<file path="src/rtl/bus_arbiter_pkg.sv">
// Shared types and encodings for the 4-master round-robin bus arbiter.
// Owner indices, FSM states and grant level constants live here.
package bus_arbiter_pkg;

   typedef logic [1:0] bus_owner_t;

   localparam bus_owner_t BUS_OWNER_M0 = 2'd0;
   localparam bus_owner_t BUS_OWNER_M1 = 2'd1;
   localparam bus_owner_t BUS_OWNER_M2 = 2'd2;
   localparam bus_owner_t BUS_OWNER_M3 = 2'd3;

   localparam logic ENABLE  = 1'b1;
   localparam logic DISABLE = 1'b0;

   typedef enum logic {
      ARB_IDLE  = 1'b0,
      ARB_GRANT = 1'b1
   } arb_state_t;

   function automatic logic [3:0] owner_onehot(
      input bus_owner_t o
   );
      logic [3:0] v;
      v = {4{DISABLE}};
      unique case (o)
         BUS_OWNER_M0: v[0] = ENABLE;
         BUS_OWNER_M1: v[1] = ENABLE;
         BUS_OWNER_M2: v[2] = ENABLE;
         BUS_OWNER_M3: v[3] = ENABLE;
      endcase
      return v;
   endfunction

endpackage

</file>
<file path="src/rtl/bus_arbiter_if.sv">
// Request/grant bundle between the bus masters and the arbiter.
// The arbiter takes the slave view; masters take the master view.
interface bus_arbiter_if;
   import bus_arbiter_pkg::*;

   logic       m0_req;
   logic       m1_req;
   logic       m2_req;
   logic       m3_req;
   logic       m0_grnt;
   logic       m1_grnt;
   logic       m2_grnt;
   logic       m3_grnt;
   bus_owner_t owner;
   logic       busy;

   modport slave (
      input  m0_req,
      input  m1_req,
      input  m2_req,
      input  m3_req,
      output m0_grnt,
      output m1_grnt,
      output m2_grnt,
      output m3_grnt,
      output owner,
      output busy
   );

   modport master (
      output m0_req,
      output m1_req,
      output m2_req,
      output m3_req,
      input  m0_grnt,
      input  m1_grnt,
      input  m2_grnt,
      input  m3_grnt,
      input  owner,
      input  busy
   );

endinterface

</file>
<file path="src/rtl/bus_arbiter_rr_next_owner.sv">
// Combinational round-robin search: scans start+1, +2, +3, start.
// With excl set the start index itself is never chosen.
module rr_next_owner
   import bus_arbiter_pkg::*;
(
   input  logic [3:0] req,
   input  bus_owner_t start,
   input  logic       excl,
   output logic       found,
   output bus_owner_t next
);

   bus_owner_t idx;

   // Walk from the farthest candidate back so the nearest one wins.
   always_comb begin
      found = 1'b0;
      next  = start;
      idx   = start;
      for (int k = 4; k >= 1; k--) begin
         idx = start + k[1:0];
         if (req[idx] && !(k == 4 && excl)) begin
            found = 1'b1;
            next  = idx;
         end
      end
   end

endmodule

</file>
<file path="src/rtl/bus_arbiter.sv">
// Round-robin arbiter for the 4-master system bus with registered
// one-hot grants and an optional hold limit forcing rotation.
module bus_arbiter
   import bus_arbiter_pkg::*;
#(
   parameter int MAX_HOLD = 16,
   parameter int HOLD_W   = 8
)
(
   input  logic        clk,
   input  logic        rst,
   bus_arbiter_if.slave bus
);

   localparam logic [HOLD_W-1:0] HOLD_MAX =
      HOLD_W'(MAX_HOLD);
   localparam logic [HOLD_W-1:0] HOLD_LAST =
      HOLD_W'((MAX_HOLD == 0) ? 0 : MAX_HOLD - 1);

   arb_state_t        state_q, state_d;
   bus_owner_t        owner_q, owner_d;
   logic [HOLD_W-1:0] cnt_q, cnt_d;
   logic [3:0]        grnt_q, grnt_d;

   logic [3:0] req;
   logic       own_req;
   logic       excl;
   logic       found;
   bus_owner_t nxt;
   logic       hold_hit;

   assign req = {bus.m3_req, bus.m2_req,
                 bus.m1_req, bus.m0_req};

   assign own_req = req[owner_q];

   // While the owner still requests, search only the other masters.
   assign excl = (state_q == ARB_GRANT) && own_req;

   // >= keeps preemption armed once the counter has saturated.
   assign hold_hit = (MAX_HOLD != 0) && (cnt_q >= HOLD_LAST);

   rr_next_owner u_rr (
      .req   (req),
      .start (owner_q),
      .excl  (excl),
      .found (found),
      .next  (nxt)
   );

   always_comb begin
      state_d = state_q;
      owner_d = owner_q;
      cnt_d   = cnt_q;
      grnt_d  = {4{DISABLE}};
      unique case (state_q)
         ARB_IDLE: begin
            if (found) begin
               state_d = ARB_GRANT;
               owner_d = nxt;
               cnt_d   = '0;
            end
         end
         ARB_GRANT: begin
            if (own_req) begin
               if (hold_hit && found) begin
                  owner_d = nxt;
                  cnt_d   = '0;
               end else if (cnt_q < HOLD_MAX) begin
                  cnt_d = cnt_q + 1'b1;
               end
            end else if (found) begin
               owner_d = nxt;
               cnt_d   = '0;
            end else begin
               state_d = ARB_IDLE;
            end
         end
      endcase
      if (state_d == ARB_GRANT) begin
         grnt_d = owner_onehot(owner_d);
      end
   end

   always_ff @(posedge clk) begin
      if (rst) begin
         state_q <= ARB_IDLE;
         owner_q <= BUS_OWNER_M3;
         cnt_q   <= '0;
         grnt_q  <= {4{DISABLE}};
      end else begin
         state_q <= state_d;
         owner_q <= owner_d;
         cnt_q   <= cnt_d;
         grnt_q  <= grnt_d;
      end
   end

   assign bus.m0_grnt = grnt_q[0];
   assign bus.m1_grnt = grnt_q[1];
   assign bus.m2_grnt = grnt_q[2];
   assign bus.m3_grnt = grnt_q[3];
   assign bus.owner   = owner_q;
   assign bus.busy    = |grnt_q;

endmodule

</file>
<file path="src/flat_wrapper.sv">
// flat-port wrapper written by rule: the top's interface ports become plain ports
module bus_arbiter_flat import bus_arbiter_pkg::*;
#(
   parameter int MAX_HOLD = 16,
   parameter int HOLD_W   = 8
)
  (clk, rst, bus_m0_req, bus_m1_req, bus_m2_req, bus_m3_req, bus_m0_grnt, bus_m1_grnt, bus_m2_grnt, bus_m3_grnt, bus_owner, bus_busy);
  bus_arbiter_if bus_i ();
  input  logic clk;
  input  logic rst;
  input wire logic [$bits(bus_i.m0_req)-1:0] bus_m0_req;
  input wire logic [$bits(bus_i.m1_req)-1:0] bus_m1_req;
  input wire logic [$bits(bus_i.m2_req)-1:0] bus_m2_req;
  input wire logic [$bits(bus_i.m3_req)-1:0] bus_m3_req;
  output wire logic [$bits(bus_i.m0_grnt)-1:0] bus_m0_grnt;
  output wire logic [$bits(bus_i.m1_grnt)-1:0] bus_m1_grnt;
  output wire logic [$bits(bus_i.m2_grnt)-1:0] bus_m2_grnt;
  output wire logic [$bits(bus_i.m3_grnt)-1:0] bus_m3_grnt;
  output wire logic [$bits(bus_i.owner)-1:0] bus_owner;
  output wire logic [$bits(bus_i.busy)-1:0] bus_busy;
  assign bus_i.m0_req = bus_m0_req;
  assign bus_i.m1_req = bus_m1_req;
  assign bus_i.m2_req = bus_m2_req;
  assign bus_i.m3_req = bus_m3_req;
  assign bus_m0_grnt = bus_i.m0_grnt;
  assign bus_m1_grnt = bus_i.m1_grnt;
  assign bus_m2_grnt = bus_i.m2_grnt;
  assign bus_m3_grnt = bus_i.m3_grnt;
  assign bus_owner = bus_i.owner;
  assign bus_busy = bus_i.busy;
  bus_arbiter #(.MAX_HOLD(MAX_HOLD), .HOLD_W(HOLD_W)) u_core (.clk(clk), .rst(rst), .bus(bus_i));
endmodule
</file>
<file path="config.mk">
export PLATFORM = sky130hd
export DESIGN_NAME = bus_arbiter_flat
export DESIGN_NICKNAME = d
export VERILOG_FILES = /design/src/rtl/bus_arbiter_pkg.sv /design/src/rtl/bus_arbiter_if.sv /design/src/rtl/bus_arbiter_rr_next_owner.sv /design/src/rtl/bus_arbiter.sv /design/src/flat_wrapper.sv
export SDC_FILE = /design/constraint.sdc
export NUM_CORES = 1
export LEC_CHECK = 0
export ABC_AREA = 0
export CAP_MARGIN = 20
export CORE_MARGIN = 1
export CORE_UTILIZATION = 40
export DETAILED_ROUTE_END_ITERATION = 6
export HOLD_SLACK_MARGIN = 0.15
export PLACE_DENSITY_LB_ADDON = 0.2
export SYNTH_ARGS = -nofsm -noshare
export SYNTH_HDL_FRONTEND = slang
export SYNTH_SLANG_ARGS = --single-unit
</file>
<file path="constraint.sdc">
create_clock -name clk -period 5.47 [get_ports clk]
set_input_delay 1.094 -clock clk [delete_from_list [all_inputs] [get_ports clk]]
set_output_delay 1.094 -clock clk [all_outputs]
set_load 0.02 [all_outputs]
</file>
== Yosys cells after proc, flatten, opt, wreduce, memory -nomap -nowiden ==
Index checks and enable logic that the tools add are counted.

* Bits in registers: 15
* Input bits: 6
* Output and inout bits: 7
* Logic and storage cells: 58

* $add $sub $neg: 4
* $lt $le $gt $ge: 6
* Eq/ne operators: 4
* Mux-type cells: 31
* Bitwise operators: 2
* Reductions and logical operators: 7

{| class="wikitable"
|+ Operators with widths
! kind !! number
|-
| two-way mux 8 bit || 4
|-
| case mux 8 bit (2 select lines) || 1
|-
| two-way mux 1 bit || 14
|-
| less-than comparator 2 x 3 -> 1 bit, second input constant || 4
|-
| two-way mux 2 bit || 6
|-
| adder 8 x 1 -> 8 bit, second input constant || 1
|-
| binary-select mux 1 bit (select 2 bit) || 4
|-
| >= comparator 8 x 4 -> 1 bit, second input constant || 1
|-
| less-than comparator 8 x 5 -> 1 bit, second input constant || 1
|-
| adder 2 bit, second input constant || 2
|-
| equality test 2 bit, second input constant || 2
|-
| != test 4 bit, second input constant || 1
|-
| case mux 2 bit (2 select lines) || 1
|-
| OR reduction 4 bit || 1
|-
| logical AND 1 bit || 3
|-
| adder 2 x 1 -> 2 bit, second input constant || 1
|-
| equality test 2 x 1 -> 1 bit, second input constant || 1
|-
| logical NOT 2 bit || 1
|-
| NOT 1 bit || 2
|-
| case mux 1 bit (2 select lines) || 1
|-
| OR reduction 2 bit || 1
|-
| logical NOT 1 bit || 1
|}

== Logic depth before layout (Yosys ltp) ==
* Depth in word-level cells: 15
* Depth in mapped cells: 6

== Hierarchy ==
From an unflattened synthesis, not the netlist that was laid out.

* Cells, all modules: 98
* Area total of the unflattened synthesis: 877.1 µm²

{| class="wikitable"
|+ Modules (own cells, without submodules)
! module !! instances !! cells an instance !! area each (µm²)
|-
| bus_arbiter || 1 || 76 || 730.7
|-
| rr_next_owner || 1 || 22 || 146.4
|}

== Worst setup path before layout ==
Ideal clock, no wire load.

* Path type: input-to-reg
* From: input bus_m2_req
* To: register u_core.grnt_q[3]
* Arrival time: 2.447 ns
* Required time: 5.353 ns
* Path slack: 2.905 ns
* Stages on the path: 6
* Path buffers: 1
* Cell sequence: mux2_1 > or4b_1 > buf_6 > a21oi_2 > nor3_1 > a32o_1

* Word-level cells in the longest chain between the ends: 15
* Elaborated cells between the ends (all ways): 30
* Classes of those cells: eq/ne: 1; mux: 23; bitwise: 1; reduce/logical: 5

{| class="wikitable"
|+ Ends and longest elaborated chain
! item !! line !! source
|-
| from (decl) || flat_wrapper.sv:13 || <nowiki>input wire logic [$bits(bus_i.m2_req)-1:0] bus_m2_req;</nowiki>
|-
| binary-select mux 1 bit (select 2 bit) || bus_arbiter_rr_next_owner.sv:22, bus_arbiter.sv:35 ||
|-
| two-way mux 1 bit (implied by the code) || bus_arbiter_rr_next_owner.sv:22, bus_arbiter.sv:35 ||
|-
| logical AND 1 bit || bus_arbiter.sv:38 || <nowiki>assign excl = (state_q == ARB_GRANT) && own_req;</nowiki>
|-
| logical NOT 1 bit || bus_arbiter_rr_next_owner.sv:22 || <nowiki>if (req[idx] && !(k == 4 && excl)) begin</nowiki>
|-
| logical AND 1 bit || bus_arbiter_rr_next_owner.sv:22 ||
|-
| two-way mux 1 bit (4 in a row) || bus_arbiter_rr_next_owner.sv:22 ||
|-
| logical AND 1 bit || bus_arbiter.sv:66 || <nowiki>if (hold_hit && found) begin</nowiki>
|-
| two-way mux 2 bit || bus_arbiter.sv:66 ||
|-
| two-way mux 2 bit || bus_arbiter.sv:65 || <nowiki>if (own_req) begin</nowiki>
|-
| case mux 2 bit (2 select lines) || bus_arbiter.sv:56 || <nowiki>unique case (state_q)</nowiki>
|-
| equality test 2 bit || bus_arbiter_pkg.sv:25 || <nowiki>unique case (o)</nowiki>
|-
| two-way mux 1 bit || bus_arbiter_pkg.sv:25 ||
|-
| to (signal assigned) || bus_arbiter.sv:90 || <nowiki>grnt_q <= {4{DISABLE}};</nowiki>
|-
| to (signal assigned) || bus_arbiter.sv:95 || <nowiki>grnt_q <= grnt_d;</nowiki>
|-
| to (decl) || bus_arbiter.sv:23 || <nowiki>logic [3:0] grnt_q, grnt_d;</nowiki>
|}

Several ways; a longest one is shown, not always the timed one. The select of a mux whose other input is x is not followed.
A chain may end at the register's enable or synchronous reset.

== Final worst setup path ==
* From: input bus_m3_req
* To: register u_core.grnt_q[3]

* Word-level cells in the longest chain between the ends: 15
* Elaborated cells between the ends (all ways): 30
* Classes of those cells: eq/ne: 1; mux: 23; bitwise: 1; reduce/logical: 5

{| class="wikitable"
|+ Ends and longest elaborated chain
! item !! line !! source
|-
| from (decl) || flat_wrapper.sv:14 || <nowiki>input wire logic [$bits(bus_i.m3_req)-1:0] bus_m3_req;</nowiki>
|-
| binary-select mux 1 bit (select 2 bit) || bus_arbiter_rr_next_owner.sv:22, bus_arbiter.sv:35 ||
|-
| two-way mux 1 bit (implied by the code) || bus_arbiter_rr_next_owner.sv:22, bus_arbiter.sv:35 ||
|-
| logical AND 1 bit || bus_arbiter.sv:38 ||
|-
| logical NOT 1 bit || bus_arbiter_rr_next_owner.sv:22 ||
|-
| logical AND 1 bit || bus_arbiter_rr_next_owner.sv:22 ||
|-
| two-way mux 1 bit (4 in a row) || bus_arbiter_rr_next_owner.sv:22 ||
|-
| logical AND 1 bit || bus_arbiter.sv:66 ||
|-
| two-way mux 2 bit || bus_arbiter.sv:66 ||
|-
| two-way mux 2 bit || bus_arbiter.sv:65 ||
|-
| case mux 2 bit (2 select lines) || bus_arbiter.sv:56 ||
|-
| equality test 2 bit || bus_arbiter_pkg.sv:25 ||
|-
| two-way mux 1 bit || bus_arbiter_pkg.sv:25 ||
|}

Several ways; a longest one is shown, not always the timed one. The select of a mux whose other input is x is not followed.

==> flow_metrics.env <==
export IMPL_grt_usage_pct=19.8
export IMPL_drv_slew=0
export IMPL_hp_class="reg -> reg"
export IMPL_final_cells=147
export IMPL_clock_skew_ns=0.00134
export IMPL_min_from="u_core.cnt_q[0]$_SDFFE_PP0P_"
export IMPL_die_x_um=50.5
export IMPL_worst_setup_path_start_kind="input port"
export IMPL_fillers=227
export IMPL_clock_root_buffer="clkbuf_4"
export IMPL_initial_core_util_pct=42.5
export IMPL_finalHoldViolCount=0
export IMPL_synthDistinctLibCells=41
export IMPL_cts_tree="yes"
export IMPL_relSlewSlack_pct=58.4
export IMPL_ir_drop_v=0.000178
export IMPL_grt_first_pass_wirelength_um=3820
export IMPL_cpMaxStageDelayCell="or4b_1"
export IMPL_drv_cap=0
export IMPL_drive_above_1_share_pct=11.8
export IMPL_fin_nets=127
export IMPL_area_growth_pct=16.4
export IMPL_place_inst=143
export IMPL_post_synth_cell_area_avg_um2=8.79
export IMPL_antenna_found_initial=0
export IMPL_status="finished clean"
export IMPL_yosys_area_top_type="dfxtp_1"
export IMPL_tightestPinTransition_ns=0.619
export IMPL_ys_warn_count=0
export IMPL_drc=0
export IMPL_tns_ns=0
export IMPL_grt_max_degree=15
export IMPL_cp_startpoint="bus_m3_req"
export IMPL_finalCritPeriodShare_pct=55.5
export IMPL_yosys_top_cells_area="dfxtp_1, a31oi_1, nand2_1, nor2_1, a32oi_4"
export IMPL_synth_seq_cells=15
export IMPL_yosysSeqAreaShare_pct=31.9
export IMPL_via_per_inst=5.97
export IMPL_worst_path_max_fanout=9
export IMPL_leakage_nw=0.428
export IMPL_synth_fp_nets=114
export IMPL_path_cells="clkdlybuf4s50_1 > mux2_1 > or4b_1 > a21oi_2 > nor2_2 > a32o_1"
export IMPL_overflow=0
export IMPL_setup_viol=0
export IMPL_wl_per_cell_um=15.0
export IMPL_powerDensity_nw_per_um2=311
export IMPL_io_pins=13
export IMPL_synthCells=107
export IMPL_clk_latency_ns=0.28
export IMPL_postCtsSetupRepairBufs=0
export IMPL_drt_iter0_markers=16
export IMPL_die_height_um=50.5
export IMPL_io_buffers=12
export IMPL_max_stage_delay_ns=0.69
export IMPL_crit_type="in -> reg"
export IMPL_netlist_area_leader_share_pct=31.9
export IMPL_antenna_cells=0
export IMPL_die_area_um2=2550
export IMPL_cts_resized=0
export IMPL_h_tree_depth=1
export IMPL_hpwl_um=1630
export IMPL_row_count=17
export IMPL_core_area_um2=2210
export IMPL_num_vias=878
export IMPL_endpoint_kind="flip-flop"
export IMPL_area_sequential_um2=300
export IMPL_multi_input_area_um2=602
export IMPL_holdBufCountCts=0
export IMPL_fmax_ghz=0.329
export IMPL_drt_pre_antenna_iters=7
export IMPL_cts_buffers=3
export IMPL_path_clk_slew_ns=0.09
export IMPL_clkSinkCount=15
export IMPL_ant_nets=0
export IMPL_clk_path_buf_depth=2
export IMPL_first_global_vias=800
export IMPL_routed_wl_um=2210
export IMPL_period_minus_slack_ns=3.04
export IMPL_r2r_start="u_core.bus.owner[0]$_SDFF_PP1_"
export IMPL_rsz0062_at_grt="no"
export IMPL_synth_area_um2=941
export IMPL_gp_congestion=0.795
export IMPL_worstPathArrival_ns=3.22
export IMPL_required_ns=5.65
==> logic make-up after synthesis <==
| family | synth area share [%] |
|---|---|
| AND/OR/NAND/NOR | 31.5 |
| AO/OA/AOI/OAI | 25.4 |
| flip-flops | 31.9 |
| buffers and inverters | 4.12 |
| multiplexers | 5.72 |
| adder cells (fa/ha/maj) | 1.33 |
==> synth_stat cells <==
cell	n
dfxtp_1	15
nand2_1	9
nor2_1	9
a31oi_1	8
nor3_1	5
and3_1	4
nand3_1	4
a21oi_1	3
inv_1	3
nand2b_1	3
nor2b_1	3
a21oi_2	2
a32o_1	2
a32oi_1	2
and3b_1	2
mux2i_1	2
nand3b_1	2
nor4_2	2
o21ai_0	2
or3_1	2
or4_1	2
or4b_1	2
a21boi_2	1
a21o_1	1
a22oi_1	1
a2bb2oi_1	1
a31oi_2	1
a32oi_4	1
buf_2	1
buf_4	1
buf_6	1
clkbuf_1	1
ha_1	1
mux2_1	1
mux4_2	1
nand3_2	1
nor2_2	1
o211a_1	1
o211ai_1	1
o21ai_2	1
o21bai_1	1
==> layout make-up <==
cell class	instances	area share [%]
sequential	15	27.4
timing repair buffer	12	11.0
tap	28	3.20
multi-input combinational	85	55.0
inverter	3	1.03
clock buffer	4	2.40
==> final timing paths <==
path / endpoint / slack (ns) / cells past startpoint
min reg2reg: u_core.cnt_q[0]$_SDFFE_PP0P_ / 0.50 / 2
max reg2reg: u_core.grnt_q[3]$_SDFF_PP0_ / 3.08 / 5
max: u_core.grnt_q[3]$_SDFF_PP0_ / 2.43 / 6
min: u_core.cnt_q[0]$_SDFFE_PP0P_ / 0.50 / 2
==> cells in the final DEF (no fill, tap or decap), drive strengths merged, types with 3 or more instances in the layout <==
| master | instances |
|---|---|
| nor2 | 10 |
| clkbuf | 4 |
| nand3 | 5 |
| o21ai | 3 |
| dfxtp | 15 |
| and3 | 4 |
| a32oi | 3 |
| inv | 3 |
| nand2b | 3 |
| a31oi | 9 |
| nor3 | 5 |
| nor2b | 3 |
| clkdlybuf4s50 | 12 |
| a21oi | 5 |
| nand2 | 9 |
==> routing by layer <==
metal	wire (µm)	vias up	track usage [%]
met4	14	0	2.78
met5	0	-	0
li1	-	433	-
met3	113	2	5.45
met1	1030	415	25.5
met2	1050	28	33.6
==> power breakdown <==
group	switching, mW	internal, mW
clock	0.0355	0.0283
combinational	0.0749	0.0642
sequential	0.0173	0.120
total	0.128	0.212
==> state kept, by name, indices dropped and copies added, names as in the netlist <==
name              flops
u_core.grnt_q         4
u_core.state_q        1
u_core.bus.owner      2
u_core.cnt_q          8
==> through the flow <==
| stage | power, mW | area, µm² | setup slack (ns) | utilization, % | hold WS [ns] |
|---|---|---|---|---|---|
| floorplan | 0.233 | 941 | 2.91 | - | 0.453 |
| global placement | 0.274 | 1070 | 2.22 | 48.3 | 0.469 |
| detailed placement | 0.278 | 1070 | 2.15 | 48.3 | 0.481 |
| CTS | 0.341 | 1090 | 2.44 | 49.5 | 0.493 |
| global route | 0.363 | 1090 | 2.33 | 49.5 | 0.541 |
| finish | 0.340 | 1090 | 2.43 | 49.5 | 0.496 |
==> worst max-delay path: cells and delay by family <==
family                 cells  cell delay (ns)
muxes                      1             0.31
buffers and inverters      1             0.50
AOI/OAI and AO/OA          2             0.54
and+or+nand+nor            2             0.76
Note: power is estimated with default switching activity, not from simulation.
